[config.mk]
export PLATFORM = sky130hd
export DESIGN_NAME = odd_count_arbiter
export DESIGN_NICKNAME = d
export VERILOG_FILES = /design/src/rtl/odd_count_arbiter.sv
export SDC_FILE = /design/constraint.sdc
export NUM_CORES = 1
export LEC_CHECK = 0
export CELL_PAD_IN_SITES_DETAIL_PLACEMENT = 0
export CELL_PAD_IN_SITES_GLOBAL_PLACEMENT = 1
export CORE_MARGIN = 2
export CORE_UTILIZATION = 30
export DETAILED_ROUTE_END_ITERATION = 6
export PLACE_DENSITY_LB_ADDON = 0.1
export RECOVER_POWER = 50
export SLEW_MARGIN = 20
export SYNTH_ARGS = -nofsm -noshare
export SYNTH_HDL_FRONTEND = slang
export SYNTH_SLANG_ARGS = --single-unit
export TNS_END_PERCENT = 50
[constraint.sdc]
create_clock -name Clk -period 3.66 [get_ports Clk]
set_input_delay 0.549 -clock Clk [delete_from_list [all_inputs] [get_ports Clk]]
set_output_delay 0.549 -clock Clk [all_outputs]
set_load 0.02 [all_outputs]
[src/rtl/odd_count_arbiter.sv]
// Round-robin arbiter sharing one odd-value step counter (1,3,5,7,9) between two requesters.
// Optional pause input enabled by defining ODD_ARB_PAUSE_EN.
module odd_count_arbiter #(
  parameter int STEP_W = 4
) (
  input  logic              Clk,
  input  logic              reset,
`ifdef ODD_ARB_PAUSE_EN
  input  logic              pause,
`endif
  input  logic [1:0]        req,
  input  logic [STEP_W-1:0] steps0,
  input  logic [STEP_W-1:0] steps1,
  output logic [1:0]        grant,
  output logic              busy,
  output logic [3:0]        Count,
  output logic              count_valid,
  output logic [1:0]        done,
  output logic [1:0]        dbg_state
);

  // Handshake: a requester holds req until it sees done on its bit; req and
  // steps are sampled only on the grant edge, so later changes are ignored.

  typedef enum logic [1:0] {
    IDLE = 2'd0,
    RUN  = 2'd1,
    DONE = 2'd2
  } state_t;

  localparam logic [STEP_W-1:0] STEP_ONE  = {{(STEP_W-1){1'b0}}, 1'b1};
  localparam logic [STEP_W-1:0] STEP_ZERO = '0;

  state_t            state_q;
  logic [1:0]        grant_q;
  logic              busy_q;
  logic [3:0]        count_q;
  logic [3:0]        count_d;
  logic [1:0]        done_q;
  logic [STEP_W-1:0] remaining_q;
  logic              ptr_q;

  logic              pause_w;
  logic              win_idx;
  logic [1:0]        win_onehot;
  logic [STEP_W-1:0] win_steps;

`ifdef ODD_ARB_PAUSE_EN
  assign pause_w = pause;
`else
  assign pause_w = 1'b0;
`endif

  always_comb begin
    count_d    = (count_q == 4'd9) ? 4'd1 : count_q + 4'd2;
    win_idx    = 1'b0;
    if (req == 2'b11) begin
      win_idx = ptr_q;
    end else if (req == 2'b10) begin
      win_idx = 1'b1;
    end
    win_onehot = win_idx ? 2'b10 : 2'b01;
    win_steps  = win_idx ? steps1 : steps0;
  end

  // ptr_q = 0 favours requester 0 when both request.
  always_ff @(posedge Clk or posedge reset) begin
    if (reset) begin
      state_q     <= IDLE;
      grant_q     <= 2'b00;
      busy_q      <= 1'b0;
      count_q     <= 4'd1;
      done_q      <= 2'b00;
      remaining_q <= STEP_ZERO;
      ptr_q       <= 1'b0;
    end else begin
      case (state_q)
        IDLE: begin
          done_q <= 2'b00;
          if (req != 2'b00) begin
            grant_q     <= win_onehot;
            busy_q      <= 1'b1;
            remaining_q <= win_steps;
            if (win_steps == STEP_ZERO) begin
              state_q <= DONE;
              done_q  <= win_onehot;
            end else begin
              state_q <= RUN;
            end
          end
        end
        RUN: begin
          if (!pause_w) begin
            count_q     <= count_d;
            remaining_q <= remaining_q - STEP_ONE;
            if (remaining_q == STEP_ONE) begin
              state_q <= DONE;
              done_q  <= grant_q;
            end
          end
        end
        DONE: begin
          state_q <= IDLE;
          grant_q <= 2'b00;
          busy_q  <= 1'b0;
          done_q  <= 2'b00;
          ptr_q   <= grant_q[0];
        end
        default: begin
          state_q <= IDLE;
          grant_q <= 2'b00;
          busy_q  <= 1'b0;
          done_q  <= 2'b00;
        end
      endcase
    end
  end

  assign grant       = grant_q;
  assign busy        = busy_q;
  assign Count       = count_q;
  assign done        = done_q;
  assign count_valid = (state_q == RUN) && !pause_w;
  assign dbg_state   = state_q;

endmodule
After elaboration in Yosys (flattened, before gate mapping) --
Index checks and enable logic that the tools add are counted.
Storage, ports and cells: bits in registers 16, bits in latches 0, memory bits (writable) 0, ROM bits 0, input port bits 12, output and inout port bits 12, word-level logic and storage cells 44, memories 0
Cells by class: add/subtract/negate cells 2, multipliers 0, div/mod/pow operators 0, order comparisons 0, equal/unequal tests 8, shift-type cells 0, muxes and demuxes 19, bitwise operators 1, reduce and logical (&&, ||, !) cells 7
Operators with widths (count):
- 2-bit two-way mux | 8
- 4-bit two-way mux | 3
- 2-bit case mux with 2 select lines | 3
- 4-bit case mux with 2 select lines | 1
- 2-bit == test (second input constant) | 3
- 2-bit AND reduction | 3
- 4-bit by 2-bit adder with 4-bit output (second input constant) | 1
- 4-bit by 1-bit == test with 1-bit output (second input constant) | 1
- 4-bit == test (second input constant) | 1
- 4-bit zero test | 1
- 2-bit nonzero test | 2
- 4-bit by 1-bit subtractor with 4-bit output (second input constant) | 1
- 1-bit two-way mux | 3
- 2-bit by 1-bit == test with 1-bit output (second input constant) | 1
- 2-bit zero test | 1
- 2-bit by 1-bit inequality test with 1-bit output (second input constant) | 1
- 2-bit inequality test (second input constant) | 1
- 1-bit case mux with 2 select lines | 1
- 1-bit inverter | 1

Longest topological paths before layout --
Gate-level depths: netlist of run 1.
depth after elaboration 8, mapped depth 6, gate-level depth less buffers 6

Least setup slack after synthesis of run 1 --
No wires, ideal clock.
path type register to output, start reg state_q[1], in the netlist dbg_state[1], end out count_valid, arrival time 865 ps, path slack 2246 ps, stages on the path, launching flop included 3, path buffers 0, path through dfrtp_1 -> nand2b_2 -> inv_2
Between the ends: longest elaborated chain between the ends 1
RTL lines:
- start: declaration | line 34 | state_t state_q;
- start signal: assignment | line 69 | state_q <= IDLE;
- start signal: assignment | line 85 | state_q <= DONE;
- start signal: assignment | line 88 | state_q <= RUN;
- 2-bit by 1-bit == test with 1-bit output | line 123 | assign count_valid = (state_q == RUN) && !pause_w;
- end: declaration | line 17 | output logic count_valid,
Every way passes these cells.

Worst setup path in the final report of run 1 --
start reg state_q[0], in the netlist dbg_state[0], end out count_valid
Same word-level chain as after synthesis.

==> results.md, run 1 <==
- Final Hold Fails: 0
- Die Span Y: just under 60 um
- RSZ-0062 raised after global routing: no
- GRT overflow: 0
- Synthesized Nets: approximately 110
- Crit share post-route: a little under 70%
- Max_cap viols: 0
- Clk sinks: 16
- Critical path's largest stage delay: approximately 0.65 ns
- H-tree depth: 1
- CTS resizes: 0
- Reg power frac: a little under two fifths
- Sequential area share after synthesis: roughly 44%
- Drt drc: 0
- Leakage power: ~0.00052 uW
- Synthesized instance count: 98
- Drt total wl: 2070 um
- Status: completed
- Worst R2R Path Depth: 6
- Core ar.: between 2000 and 3000 um2
- Final TNS setup: 0 ns
- CP Launch Type: flip-flop
- Drt first-iter violations: 22
- Post-route ant nets: 0
- Largest buffer count on any clock path: 2
- Crit path required time: 3.11 ns
- Switching Share: a little over two fifths
- Count of flip-flops with a built-in enable after synthesis: 0
- FF-to-FF Start: remaining_q[1]
- Yosys reg bits: 16
- Antenna violations before repair: 0
- Top delay family on crit path: buffers and inverters
- CP max-delay cell: clkdlybuf4s50_1
- Clk Latency, worst-skew pair: around 0.28 ns
- Final Wtd Congestion: between 0.7 and 0.8
- Worst setup startpoint: dbg_state[0]
- 1st-pass router iterations: 4
- Hold_buf cts: 0
- Fmax: a little under 400 MHz
- Port Buf Inserts: 23
- Yosys warns: 0
- Crit path kind: reg2out
- Maximum vdd ir drop: between 0.0003 and 0.0004 V
- Top cell type's share of synthesized area: 40.9%
- Final setup skew: 0.000969 ns
- P&R area growth vs syn: 30.4%
- Main area contributors after synthesis: dfrtp_1 41%, nor2_1 4.5%, mux2i_1 4.4%
- Slew Limit Fails: 0
- Int Pwr: 543 uW
- Worst slew margin: 56.8%
- Dominant cell type by area after synthesis: dfrtp_1
- CTS root buffer: clkbuf_4
- Top-count cell post-synth: dfrtp_1
- Vias in the first global route: 758
- Critical Path, Cell by Cell: nand2b_1 -> inv_1 -> clkdlybuf4s50_1
- Final instance area: between 1000 and 1500 um2
- Worst hold-check path type: reg2reg
- Final setup violation count: 0
- Dpl cell area: 1170 um2
- Global-route wire length before repair: 3490 um
- Die W: 59.3 um
- Asr flop ratio synth: 100%
- Sw power: 414 uW
- WL/cell: 13.4 um
- Crit Path Max Fanout: 13
- Finished Layout Cells: 155
- Critical path endpoint category: primary output
- Synth cell types: 37
- Worst EP arrival: about 2.0 ns
- Post-DR vias/cell: between 4 and 5
- Synth Flop Type: dfrtp_1
- Share of power burned in the clock network: about a tenth
- Hold Crit Start: Count[0]
- Final Core Density: 40.2%
- Pwr Density: 799 nW/um2
- I/O Pins: 24
- Via count: 766
- Post-CTS setup buffer count: 0
- Crit path buf inv count: 2
- Pin count of the biggest net entering global routing: 17
- Die area: roughly 3500 um2
- Worst Hold Path Cells: 0
- Avg Inst Size Synth: 9.37 um2
- GRT Total Usage: approximately 14%
- Initial Util: 30.8%
- Placed insts: between 150 and 200
- Clock buffer count from CTS: 3
- CTS tree: yes
- Crit path depth: 3
- Synth top cells by count: 15 x dfrtp_1, 11 x nor2_1, 10 x nand2_1
- Crit path time final: around 2.5 ns
- Hpwl dp: 1630 um
- Num rows: 20
- Antenna Cells: 0
- Combinational fraction of design power: 52.3%
- Syn Std Cell Area: 918 um2
- Slew @ Worst Pin: between 0.6 and 0.7 ns
- Final Net Count: 138
- Share of cells above drive strength 1: 8.20%
- Total power: 957 uW
- CTS clock-pin slew for the worst setup and hold paths: 0.10 ns
[power by group through the flow]
| stage | combinational [uW] | clock (uW) | sequential [uW] |
|---|---|---|---|
| detailed placement | 508 | 0 | 366 |
| finish | 501 | 97.8 | 359 |
| floorplan | 306 | 0 | 381 |
| CTS | 510 | 103 | 362 |
| global placement | 509 | 0 | 364 |
| global route | 557 | 113 | 380 |
[path summary, 6_finish.rpt]
check	end	slack (ns)
max reg2reg	dbg_state[1]	2.20
min	Count[0]	0.41
max in group asynchronous	Count[3]	2.46
min in group asynchronous	grant[1]	0.79
max	count_valid	1.11
min reg2reg	Count[0]	0.41
[area by class of cell]
type                    instances  area (um2)
fillers                       304        1780
multi-input cells              73         475
flip-flops and latches         16         402
repair buffers                 23         230
well taps                      33        41.3
clock buffers                   4        26.3
inverters                       6        22.5
[cell families after synthesis]
logic type / synth area share (%)
compound gates: 16.6
fa+ha+maj: 4.09
buf+inv: 4.22
flops: 43.7
mux: 7.22
simple gates: 24.1
[state kept, by name, summed over array words and instances (netlist names)]
register / count
Count: 4
remaining_q: 4
dbg_state: 2
done: 2
grant: 2
busy: 1
ptr_q: 1
[through the flow]
step	setup slack [ns]	hold slack, ns
2_1_floorplan	2.25	0.462
3_3_place_gp	1.56	0.378
3_5_place_dp	1.53	0.376
4_1_cts	1.20	0.390
5_1_grt	0.961	0.423
6_report	1.11	0.409
[placed cells by master (no fill, tap or decap), drive strengths merged, types with 4 or more instances in the layout]
cell type      netlist  routed
nor2                12      12
nor3                 4       4
inv                  6       6
nand2               11      11
nand2b               5       5
mux2i                4       4
dfrtp               15      15
clkdlybuf4s50        0      22
o21ai               10      10
clkbuf               1       4
[layer usage]
layer / vias to the layer above / wire [um] / global-route usage, %
met3: 2 / 79 / 2.62
met2: 17 / 975 / 22.8
li1: 393 / - / -
met4: 0 / 20 / 5.84
met5: - / 0 / 0
met1: 354 / 997 / 16.9
[worst reg2reg max path, stage by stage (launching register included)]
cell and delay [ns]:
dfrtp_1 0.41, inv_1 0.08, ha_1 0.16, nor3b_4 0.23, nor2_2 0.09, or3_1 0.31, o22ai_1 0.10
Power figures use the tool's default switching activity.
==> run 2, diff against run 1 <==
- clock period: 3.66 -> 2.45 ns (I/O delays scaled with it)
==> results.md, run 2 (synthesis results as in run 1) <==
- Status: completed (unchanged)
- Critical Path, Cell by Cell: nand2b_2 -> inv_2 -> clkdlybuf4s50_1 (was nand2b_1 -> inv_1 -> clkdlybuf4s50_1)
- Max_cap viols: 0 (unchanged)
- Largest buffer count on any clock path: 2 (unchanged)
- Initial Util: 30.8% (unchanged)
- P&R area growth vs syn: 32.6% (was 30.4%)
- Worst R2R Path Depth: 6 (unchanged)
- FF-to-FF Start: remaining_q[1] (unchanged)
- Worst slew margin: 56.3% (was 56.8%)
- Crit Path Max Fanout: 13 (unchanged)
- Die area: 3520 um2 (unchanged)
- Critical path's largest stage delay: 0.62 ns (was 0.65 ns)
- Worst hold-check path type: reg2reg (unchanged)
- CP Launch Type: flip-flop (unchanged)
- Final instance area: 1220 um2 (was 1200 um2)
- Dpl cell area: 1180 um2 (was 1170 um2)
- WL/cell: 13.4 um (about the same)
- Crit share post-route: roughly 90%
- Drt total wl: 2080 um (was 2070 um)
- Clock buffer count from CTS: 3 (unchanged)
- Post-DR vias/cell: 4.89 (was 4.94)
- Most frequent cells in the layout: 21 x clkdlybuf4s50_1, 15 x dfrtp_1, 11 x nor2_1 (was 22 x clkdlybuf4s50_1, 15 x dfrtp_1, 11 x nor2_1)
- Maximum vdd ir drop: 0.000456 V (was 0.000310 V)
- Final Net Count: 139 (was 138)
- Crit path kind: reg2out (unchanged)
- CTS clock-pin slew for the worst setup and hold paths: 0.09 ns (was 0.10 ns)
- Area of the multi-input gates: 478 um2 (was 475 um2)
- FILL cells: 309 (was 304)
- Hold_buf cts: 0 (unchanged)
- Crit path required time: 2.08 ns (was 3.11 ns)
- Antenna Cells: 0 (unchanged)
- Die Span Y: 59.3 um (unchanged)
- Crit path time final: 2.20 ns
- R2r endpoint: dbg_state[1] (unchanged)
- Worst reg2reg setup slack: 0.96 ns (was 2.20 ns)
- Leakage power: 0.000529 uW (was 0.000519 uW)
- Crit path buf inv count: 2 (unchanged)
- H-tree depth: 1 (unchanged)
- Worst setup margin: 0.252 ns (was 1.11 ns)
- Post-placement worst setup slack: 0.557 ns (was 1.53 ns)
- Share of cells above drive strength 1: 11.4% (was 8.20%)
- Drt drc: 0 (unchanged)
- CTS resizes: 0 (unchanged)
- Final TNS setup: 0 ns (unchanged)
- Critical path endpoint category: primary output (unchanged)
- Via count: 763 (was 766)
- Die W: 59.3 um (unchanged)
- GRT Total Usage: 13.8% (was 13.6%)
- Worst EP arrival: 1.83 ns (was 2.00 ns)
- Post-route ant nets: 0 (unchanged)
- Slew Limit Fails: 0 (unchanged)
- Worst setup startpoint: dbg_state[0] (unchanged)
- Hpwl dp: 1640 um (was 1630 um)
- Final Hold Fails: 0 (unchanged)
- Clk sinks: 16 (unchanged)
- Core ar.: 2980 um2 (unchanged)
- Total power: 1480 uW (was 957 uW)
- Antenna violations before repair: 0 (unchanged)
- Post-CTS setup buffer count: 0 (unchanged)
- I/O Pins: 24 (unchanged)
- RSZ-0062 raised after global routing: no (unchanged)
- CP max-delay cell: clkdlybuf4s50_1 (unchanged)
- CTS root buffer: clkbuf_4 (unchanged)
- Port Buf Inserts: 23 (unchanged)
- Vias in the first global route: 754 (was 758)
- Final setup skew: 0.00945 ns (was 0.000969 ns)
- Global-route wire length before repair: 3530 um (was 3490 um)
- Pin count of the biggest net entering global routing: 17 (unchanged)
- Storage element area: 402 um2 (unchanged)
- Top delay family on crit path: buffers and inverters (unchanged)
- 1st-pass router iterations: 4 (unchanged)
- Final Wtd Congestion: 0.744 (was 0.750)
- Final setup violation count: 0 (unchanged)
- Num rows: 20 (unchanged)
- GRT overflow: 0 (unchanged)
- Fmax: 455 MHz
- Slew @ Worst Pin: 0.654 ns (was 0.647 ns)
- Leading cell type in the layout, fill and taps excluded: clkdlybuf4s50_1 (unchanged)
- Hold Slack: 0.411 ns (was 0.409 ns)
- Crit path depth: 3 (unchanged)
- CTS tree: yes (unchanged)
- Drt first-iter violations: 10 (was 22)
- Clk Latency, worst-skew pair: 0.29 ns (was 0.28 ns)
- CP endpoint: count_valid (unchanged)
- Pwr Density: 1220 nW/um2 (was 799 nW/um2)
[run 2: area by class of cell]
type | count | area share, %
timing repair buffer | 24 | 19.5
clock buffer | 4 | 2.98
multi-input combinational | 73 | 39.3
sequential | 16 | 33.0
inverter | 6 | 1.85
tap | 33 | 3.39
[run 2: how the worst min path moves through the flow]
| stage | start | to | slack [ns] | depth (start not counted) |
|---|---|---|---|---|
| global placement | Count[0] | Count[0] | 0.38 | 0 |
| CTS | Count[0] | Count[0] | 0.39 | 0 |
| detailed placement | Count[0] | Count[0] | 0.38 | 0 |
| global route | Count[0] | Count[0] | 0.43 | 0 |
| finish | Count[0] | Count[0] | 0.41 | 0 |
| floorplan | reset | Count[1] | 0.28 | 1 |
[run 2: where the power goes]
part	switching (uW)	internal (uW)
registers	139	379
clock network	88.4	90.4
logic	402	381
[run 2: worst register-to-register path, cell delays in order, from the launching register on]
cell     delay, ns
dfrtp_1       0.40
inv_1         0.08
ha_1          0.17
nor3b_4       0.24
nor2_2        0.09
or3_1         0.30
o22ai_1       0.12
[run 2: metrics by stage]
| stage | instances | utilization (%) |
|---|---|---|
| final | 156 | 40.9 |
| after global routing | 156 | 40.9 |
| after CTS | 156 | 40.9 |
| after detailed placement | 152 | 39.7 |
| after global placement | 152 | 39.7 |
| after floorplan | 98 | - |
[run 2: per-layer routing]
layer	share of wire [%]	up-vias	track usage, %
met5	0	-	0
met4	0.91	0	6.82
met3	4.9	2	2.62
met2	46	22	21.5
met1	48	343	18.2
li1	-	396	-
